**src/rtl/rom_fetch_arbiter_pkg.sv**
```systemverilog
// Shared constants for the program-ROM fetch arbiter: ROM geometry,
// FSM state encoding and requester port IDs.
package rom_fetch_arbiter_pkg;

  localparam int unsigned ROM_ADDR_W = 7;
  localparam int unsigned ROM_DATA_W = 8;
  localparam int unsigned WAIT_W     = 4;

  localparam logic [1:0] IDLE = 2'd0;
  localparam logic [1:0] READ = 2'd1;
  localparam logic [1:0] ACK  = 2'd2;

  localparam logic PORT_CPU = 1'b0;
  localparam logic PORT_DBG = 1'b1;

endpackage

```
**src/rtl/rom_arb_select.sv**
```systemverilog
// Combinational winner pick between the CPU fetch port and the debug port.
module rom_arb_select
  import rom_fetch_arbiter_pkg::*;
#(
  parameter bit          FIXED_PRI = 1'b1,
  parameter int unsigned MAX_WAIT  = 4
) (
  input  logic              i_req0,
  input  logic              i_req1,
  input  logic [WAIT_W-1:0] i_wait_cnt,
  input  logic              i_rr_last,
  output logic              o_any_c,
  output logic              o_winner_c
);

  // Contested: fixed priority yields to port 1 once the wait budget is spent
  always_comb begin
    o_any_c    = i_req0 | i_req1;
    o_winner_c = PORT_CPU;
    if (i_req0 && i_req1) begin
      if (FIXED_PRI) begin
        o_winner_c = (i_wait_cnt >= WAIT_W'(MAX_WAIT)) ? PORT_DBG : PORT_CPU;
      end else begin
        o_winner_c = ~i_rr_last;
      end
    end else if (i_req1) begin
      o_winner_c = PORT_DBG;
    end
  end

endmodule

```
**src/rtl/rom_fetch_arbiter.sv**
```systemverilog
// Two-port arbiter for the single-port program ROM: registers the address,
// captures the ROM read data into the winner's register and pulses its ack.
module rom_fetch_arbiter
  import rom_fetch_arbiter_pkg::*;
#(
  parameter int unsigned ADDR_W    = ROM_ADDR_W,
  parameter int unsigned DATA_W    = ROM_DATA_W,
  parameter bit          FIXED_PRI = 1'b1,
  parameter int unsigned MAX_WAIT  = 4
) (
  input  logic              clk,
  input  logic              reset,
  input  logic              req0,
  input  logic [ADDR_W-1:0] addr0,
  output logic              ack0,
  output logic [DATA_W-1:0] rdata0,
  input  logic              req1,
  input  logic [ADDR_W-1:0] addr1,
  output logic              ack1,
  output logic [DATA_W-1:0] rdata1,
  output logic [ADDR_W-1:0] rom_addr,
  input  logic [DATA_W-1:0] rom_data,
  output logic              busy,
  output logic              grant_id
);

  logic [1:0]        r_state,    w_state_nxt;
  logic [ADDR_W-1:0] r_rom_addr, w_rom_addr_nxt;
  logic [DATA_W-1:0] r_rdata0,   w_rdata0_nxt;
  logic [DATA_W-1:0] r_rdata1,   w_rdata1_nxt;
  logic              r_ack0,     w_ack0_nxt;
  logic              r_ack1,     w_ack1_nxt;
  logic              r_busy,     w_busy_nxt;
  logic              r_grant,    w_grant_nxt;
  logic [WAIT_W-1:0] r_wait_cnt, w_wait_cnt_nxt;
  logic              r_rr_last,  w_rr_last_nxt;
  logic              w_any;
  logic              w_winner;

  rom_arb_select #(
    .FIXED_PRI (FIXED_PRI),
    .MAX_WAIT  (MAX_WAIT)
  ) u_select (
    .i_req0     (req0),
    .i_req1     (req1),
    .i_wait_cnt (r_wait_cnt),
    .i_rr_last  (r_rr_last),
    .o_any_c    (w_any),
    .o_winner_c (w_winner)
  );

  always_ff @(posedge clk) begin
    if (reset) begin
      r_state    <= IDLE;
      r_rom_addr <= '0;
      r_rdata0   <= '0;
      r_rdata1   <= '0;
      r_ack0     <= 1'b0;
      r_ack1     <= 1'b0;
      r_busy     <= 1'b0;
      r_grant    <= PORT_CPU;
      r_wait_cnt <= '0;
      r_rr_last  <= 1'b1;
    end else begin
      r_state    <= w_state_nxt;
      r_rom_addr <= w_rom_addr_nxt;
      r_rdata0   <= w_rdata0_nxt;
      r_rdata1   <= w_rdata1_nxt;
      r_ack0     <= w_ack0_nxt;
      r_ack1     <= w_ack1_nxt;
      r_busy     <= w_busy_nxt;
      r_grant    <= w_grant_nxt;
      r_wait_cnt <= w_wait_cnt_nxt;
      r_rr_last  <= w_rr_last_nxt;
    end
  end

  // Next-state and next-output logic; acks default low so they pulse once
  always_comb begin
    w_state_nxt    = r_state;
    w_rom_addr_nxt = r_rom_addr;
    w_rdata0_nxt   = r_rdata0;
    w_rdata1_nxt   = r_rdata1;
    w_ack0_nxt     = 1'b0;
    w_ack1_nxt     = 1'b0;
    w_busy_nxt     = r_busy;
    w_grant_nxt    = r_grant;
    w_wait_cnt_nxt = r_wait_cnt;
    w_rr_last_nxt  = r_rr_last;
    case (r_state)
      IDLE: begin
        if (w_any) begin
          w_state_nxt    = READ;
          w_busy_nxt     = 1'b1;
          w_grant_nxt    = w_winner;
          w_rr_last_nxt  = w_winner;
          w_rom_addr_nxt = (w_winner == PORT_DBG) ? addr1 : addr0;
          if (w_winner == PORT_DBG) begin
            w_wait_cnt_nxt = '0;
          end else if (req1) begin
            w_wait_cnt_nxt = r_wait_cnt + WAIT_W'(1);
          end
        end
      end
      READ: begin
        w_state_nxt = ACK;
        if (r_grant == PORT_DBG) begin
          w_rdata1_nxt = rom_data;
          w_ack1_nxt   = 1'b1;
        end else begin
          w_rdata0_nxt = rom_data;
          w_ack0_nxt   = 1'b1;
        end
      end
      ACK: begin
        w_state_nxt = IDLE;
        w_busy_nxt  = 1'b0;
      end
      default: begin
        w_state_nxt = IDLE;
        w_busy_nxt  = 1'b0;
      end
    endcase
  end

  assign ack0     = r_ack0;
  assign ack1     = r_ack1;
  assign rdata0   = r_rdata0;
  assign rdata1   = r_rdata1;
  assign rom_addr = r_rom_addr;
  assign busy     = r_busy;
  assign grant_id = r_grant;

endmodule

```
**config.mk**
```make
export PLATFORM = sky130hd
export DESIGN_NAME = rom_fetch_arbiter
export DESIGN_NICKNAME = d
export VERILOG_FILES = /design/src/rtl/rom_fetch_arbiter_pkg.sv /design/src/rtl/rom_arb_select.sv /design/src/rtl/rom_fetch_arbiter.sv
export SDC_FILE = /design/constraint.sdc
export NUM_CORES = 1
export LEC_CHECK = 0
export CAP_MARGIN = 40
export CORE_UTILIZATION = 30
export DETAILED_ROUTE_END_ITERATION = 7
export DONT_BUFFER_PORTS = 1
export PLACE_DENSITY = 0.47
export SLEW_MARGIN = 5
export SYNTH_ARGS = -nofsm -noshare
export SYNTH_HDL_FRONTEND = slang
export SYNTH_SLANG_ARGS = --single-unit
export TNS_END_PERCENT = 50
```
**constraint.sdc**
```tcl
create_clock -name clk -period 2.5 [get_ports clk]
set_input_delay 0.5 -clock clk [delete_from_list [all_inputs] [get_ports clk]]
set_output_delay 0.5 -clock clk [all_outputs]
set_load 0.02 [all_outputs]
```
==> metrics.md <==
| Metric | Value |
|---|---|
| Outcome | finished clean |
| Top-Level Pins | 53 |
| Sequential power share | between 50% and 60% |
| Root Buffer | clkbuf_8 |
| Switching share of power | around 24% |
| Post-CTS Hold Fix Bufs | 0 |
| Clk_lat worst skew | ~280 ps |
| Num Clock Sinks | 33 |
| #FFs+latches synth | 33 |
| # DRC | 0 |
| NetSw | roughly 0.30 mW |
| Placer Congestion | slightly above 0.7 |
| Crit end category | register |
| Routed vias/inst | approximately 5.3 |
| CP Class | reg -> reg |
| Commonest non-fill, non-tap cells in the layout | dfxtp_1 (33), nor2_1 (20), mux2i_1 (16), a21oi_1 (10) |
| Post-route ant nets | 0 |
| Mux cell area share after synthesis | between 10 and 15% |
| Clk network pwr share | about two fifths |
| CP max FO | 11 |
| Worst setup SP type | register |
| Initial Utilization | a little under a third |
| Non-Filler Instances | between 150 and 200 |
| DP Cell Count | approximately 180 |
| Routed WL per cell | 15.9 um |
| Hold slack | between 200 and 300 ps |
| Simple-Gate Fraction of Synth Area | between 10% and 20% |
| Die ar. | about 4600 um^2 |
| Sequential Area | around 660 um^2 |
| Crit path to | r_wait_cnt[3] |
| GR Overflow Total | 0 |
| Fmax | 659 MHz |
| Gate Count Post-Synth | about 140 |
| Clk slew on worst S/H paths | about 70 ps |
| Hold WC Path Type | in -> reg |
| Layout Skew | 5.20 ps |
| Crit. Startpoint | r_state[1] |
| Min Tclk post-route | approximately 1500 ps |
| Layout cell share with drive strength beyond 1 | under 10% |
| Post-synthesis sequential area ratio | roughly half |
| RSZ-0062 raised after global routing | no |
| Post-synthesis xor/xnor area fraction | less than 1% |
| Die Span X | 68.0 um |
| Multi-input logic area | around 600 um^2 |
| Post-CTS Setup Inserts | 0 |
| CTS Buf Count | 5 |
| DR vias | roughly 1,000 |
| Syn avg cell area | between 9 and 10 um^2 |
| First-pass GRT wire length | roughly 4700 um |
| Number of antenna diodes | 0 |
| Drt total wl | approximately 3000 um |
| Post-CTS resize count | 0 |
| Leakage | about 0.6 nW |
| Vias in the first global route | ~960 |
| Ys Warns | 0 |
| WP data arrival | 1710 ps |
| Site Rows | 23 |
| Largest net degree at the start of global routing | 34 |
| Least-Margin Pin Slew | 742 ps |
| Synth Area in Compound Gates | between 10 and 15% |
| Combinational Power Share | under 10% |
| Setup tns final | 0 ps |
| R2r setup slk | 980 ps |
| VDD IR max | around 0.00030 V |
| Distinct cells, synth | 30 |
| Adder-cell area share of the yosys netlist | less than 1% |
| Total GRT Usage | around 14% |
| Worst r2r path cells | 3 |
| Syn nets | around 160 |
| Final Net Count | roughly 160 |
| Final hold violations | 0 |
| Max_cap viols | 0 |
| Die height | between 60 and 70 um |
| Final Cycle Share | 60.7% |
| Setup violators final | 0 |
| Combinational family with the most area after synthesis | simple AND/OR/NAND/NOR gates |
| Int Power | 0.926 mW |
| CTS H-tree depth | 2 |
| Most common cell after layout, fill and taps aside | dfxtp_1 |
| Synthesized area | 1310 um^2 |
| Starting DRT DRC Count | 9 |
| Fin. max-slew vios | 0 |
| Max clock buf depth | 2 |
| Slew HR | between 50% and 60% |
| Final Util | between 30% and 40% |
| R2R Path Start | r_state[1] |
| Fill count | around 420 |
| Drt first pass iters | 4 |
| PortBufs | 0 |
| Worst EP required | approximately 2700 ps |
| Synthesis-to-finish area growth | 11.6% |
| Dpl hpwl | 2040 um |
| P per Cell Area | between 800 and 900 nW/um^2 |
| CORE AREA | 4090 um^2 |
| Initial antenna violation count | 0 |
| R2R Path End | r_wait_cnt[3] |
| CTS tree | yes |
==> through the flow <==
stage | area, um^2 | power, mW | setup WS, ps
2_1_floorplan | 1310 | 0.705 | 998
3_3_place_gp | 1340 | 0.719 | 863
3_5_place_dp | 1340 | 0.723 | 824
4_1_cts | 1460 | 1.24 | 965
5_1_grt | 1460 | 1.28 | 736
6_report | 1460 | 1.22 | 982
==> final cells by class <==
class	count	share of cell area, %
Timing Repair Buffer	2	1.03
Multi-Input combinational cell	92	41.2
Clock inverter	1	2.06
Tap cell	50	4.29
Clock buffer	7	5.92
Sequential cell	33	45.3
Inverter	1	0.257
==> sequential cells by signal (all words and copies together), names as in the netlist, 2 cells and up <==
signal / cells
rdata1: 8
r_wait_cnt: 4
rdata0: 8
r_state: 2
rom_addr: 7
==> power by group through the flow <==
stage	logic [mW]	registers, mW	clock network, mW
2_1_floorplan	0.0871	0.618	0
6_report	0.0945	0.615	0.515
3_3_place_gp	0.0920	0.627	0
4_1_cts	0.0960	0.615	0.533
5_1_grt	0.107	0.619	0.554
3_5_place_dp	0.0962	0.627	0
==> worst max-delay path, stage by stage, from the launching register on <==
cell and delay, ps:
dfxtp_1 390, nor2_1 610, a31oi_1 180, a311oi_1 260
==> how the worst min path moves through the flow <==
| stage | slack, ps | cells past startpoint | to | from |
|---|---|---|---|---|
| after global placement | 450 | 2 | r_wait_cnt[1] | r_wait_cnt[1] |
| after global routing | 260 | 1 | r_wait_cnt[0] | reset |
| after floorplan | 440 | 2 | r_wait_cnt[1] | r_wait_cnt[1] |
| after CTS | 270 | 1 | r_wait_cnt[0] | reset |
| final | 280 | 1 | ack0 | reset |
| after detailed placement | 460 | 2 | r_wait_cnt[1] | r_wait_cnt[1] |
==> cell families after synthesis <==
family | after synthesis
flip-flops | 33
AND/OR/NAND/NOR | 46
adder cells (fa/ha/maj) | 1
XOR/XNOR | 1
multiplexers | 16
AO/OA/AOI/OAI | 28
buffers and inverters | 11
==> cells in the mapped netlist, drive strengths merged <==
library cell | n | area (um^2)
o21ai | 7 | 35.0
ha | 1 | 12.5
nor3b | 3 | 22.5
nand2b | 1 | 6.26
inv | 1 | 3.75
nand4 | 1 | 6.26
mux2i | 16 | 160
o31ai | 1 | 7.51
and3b | 1 | 8.76
or3b | 2 | 17.5
a21oi | 11 | 58.8
clkbuf | 6 | 22.5
nand2 | 3 | 11.3
nor2 | 20 | 75.1
or3 | 1 | 6.26
nand3b | 1 | 7.51
nor3 | 1 | 5.00
nand3 | 8 | 40.0
a31oi | 1 | 6.26
nor2b | 1 | 6.26
or2 | 1 | 6.26
and3 | 1 | 7.51
a311oi | 8 | 70.1
dfxtp | 33 | 661
xor2 | 1 | 8.76
nor4bb | 1 | 10.0
buf | 4 | 25.0
==> layer usage <==
layer	part of all wire [%]	GRT usage, %	vias to the layer above
met5	0	0	-
met4	2.2	7.81	0
met3	5.7	6.17	6
met2	48	20.0	28
met1	44	17.8	473
li1	-	-	480
(Power assumes the default switching activity.)
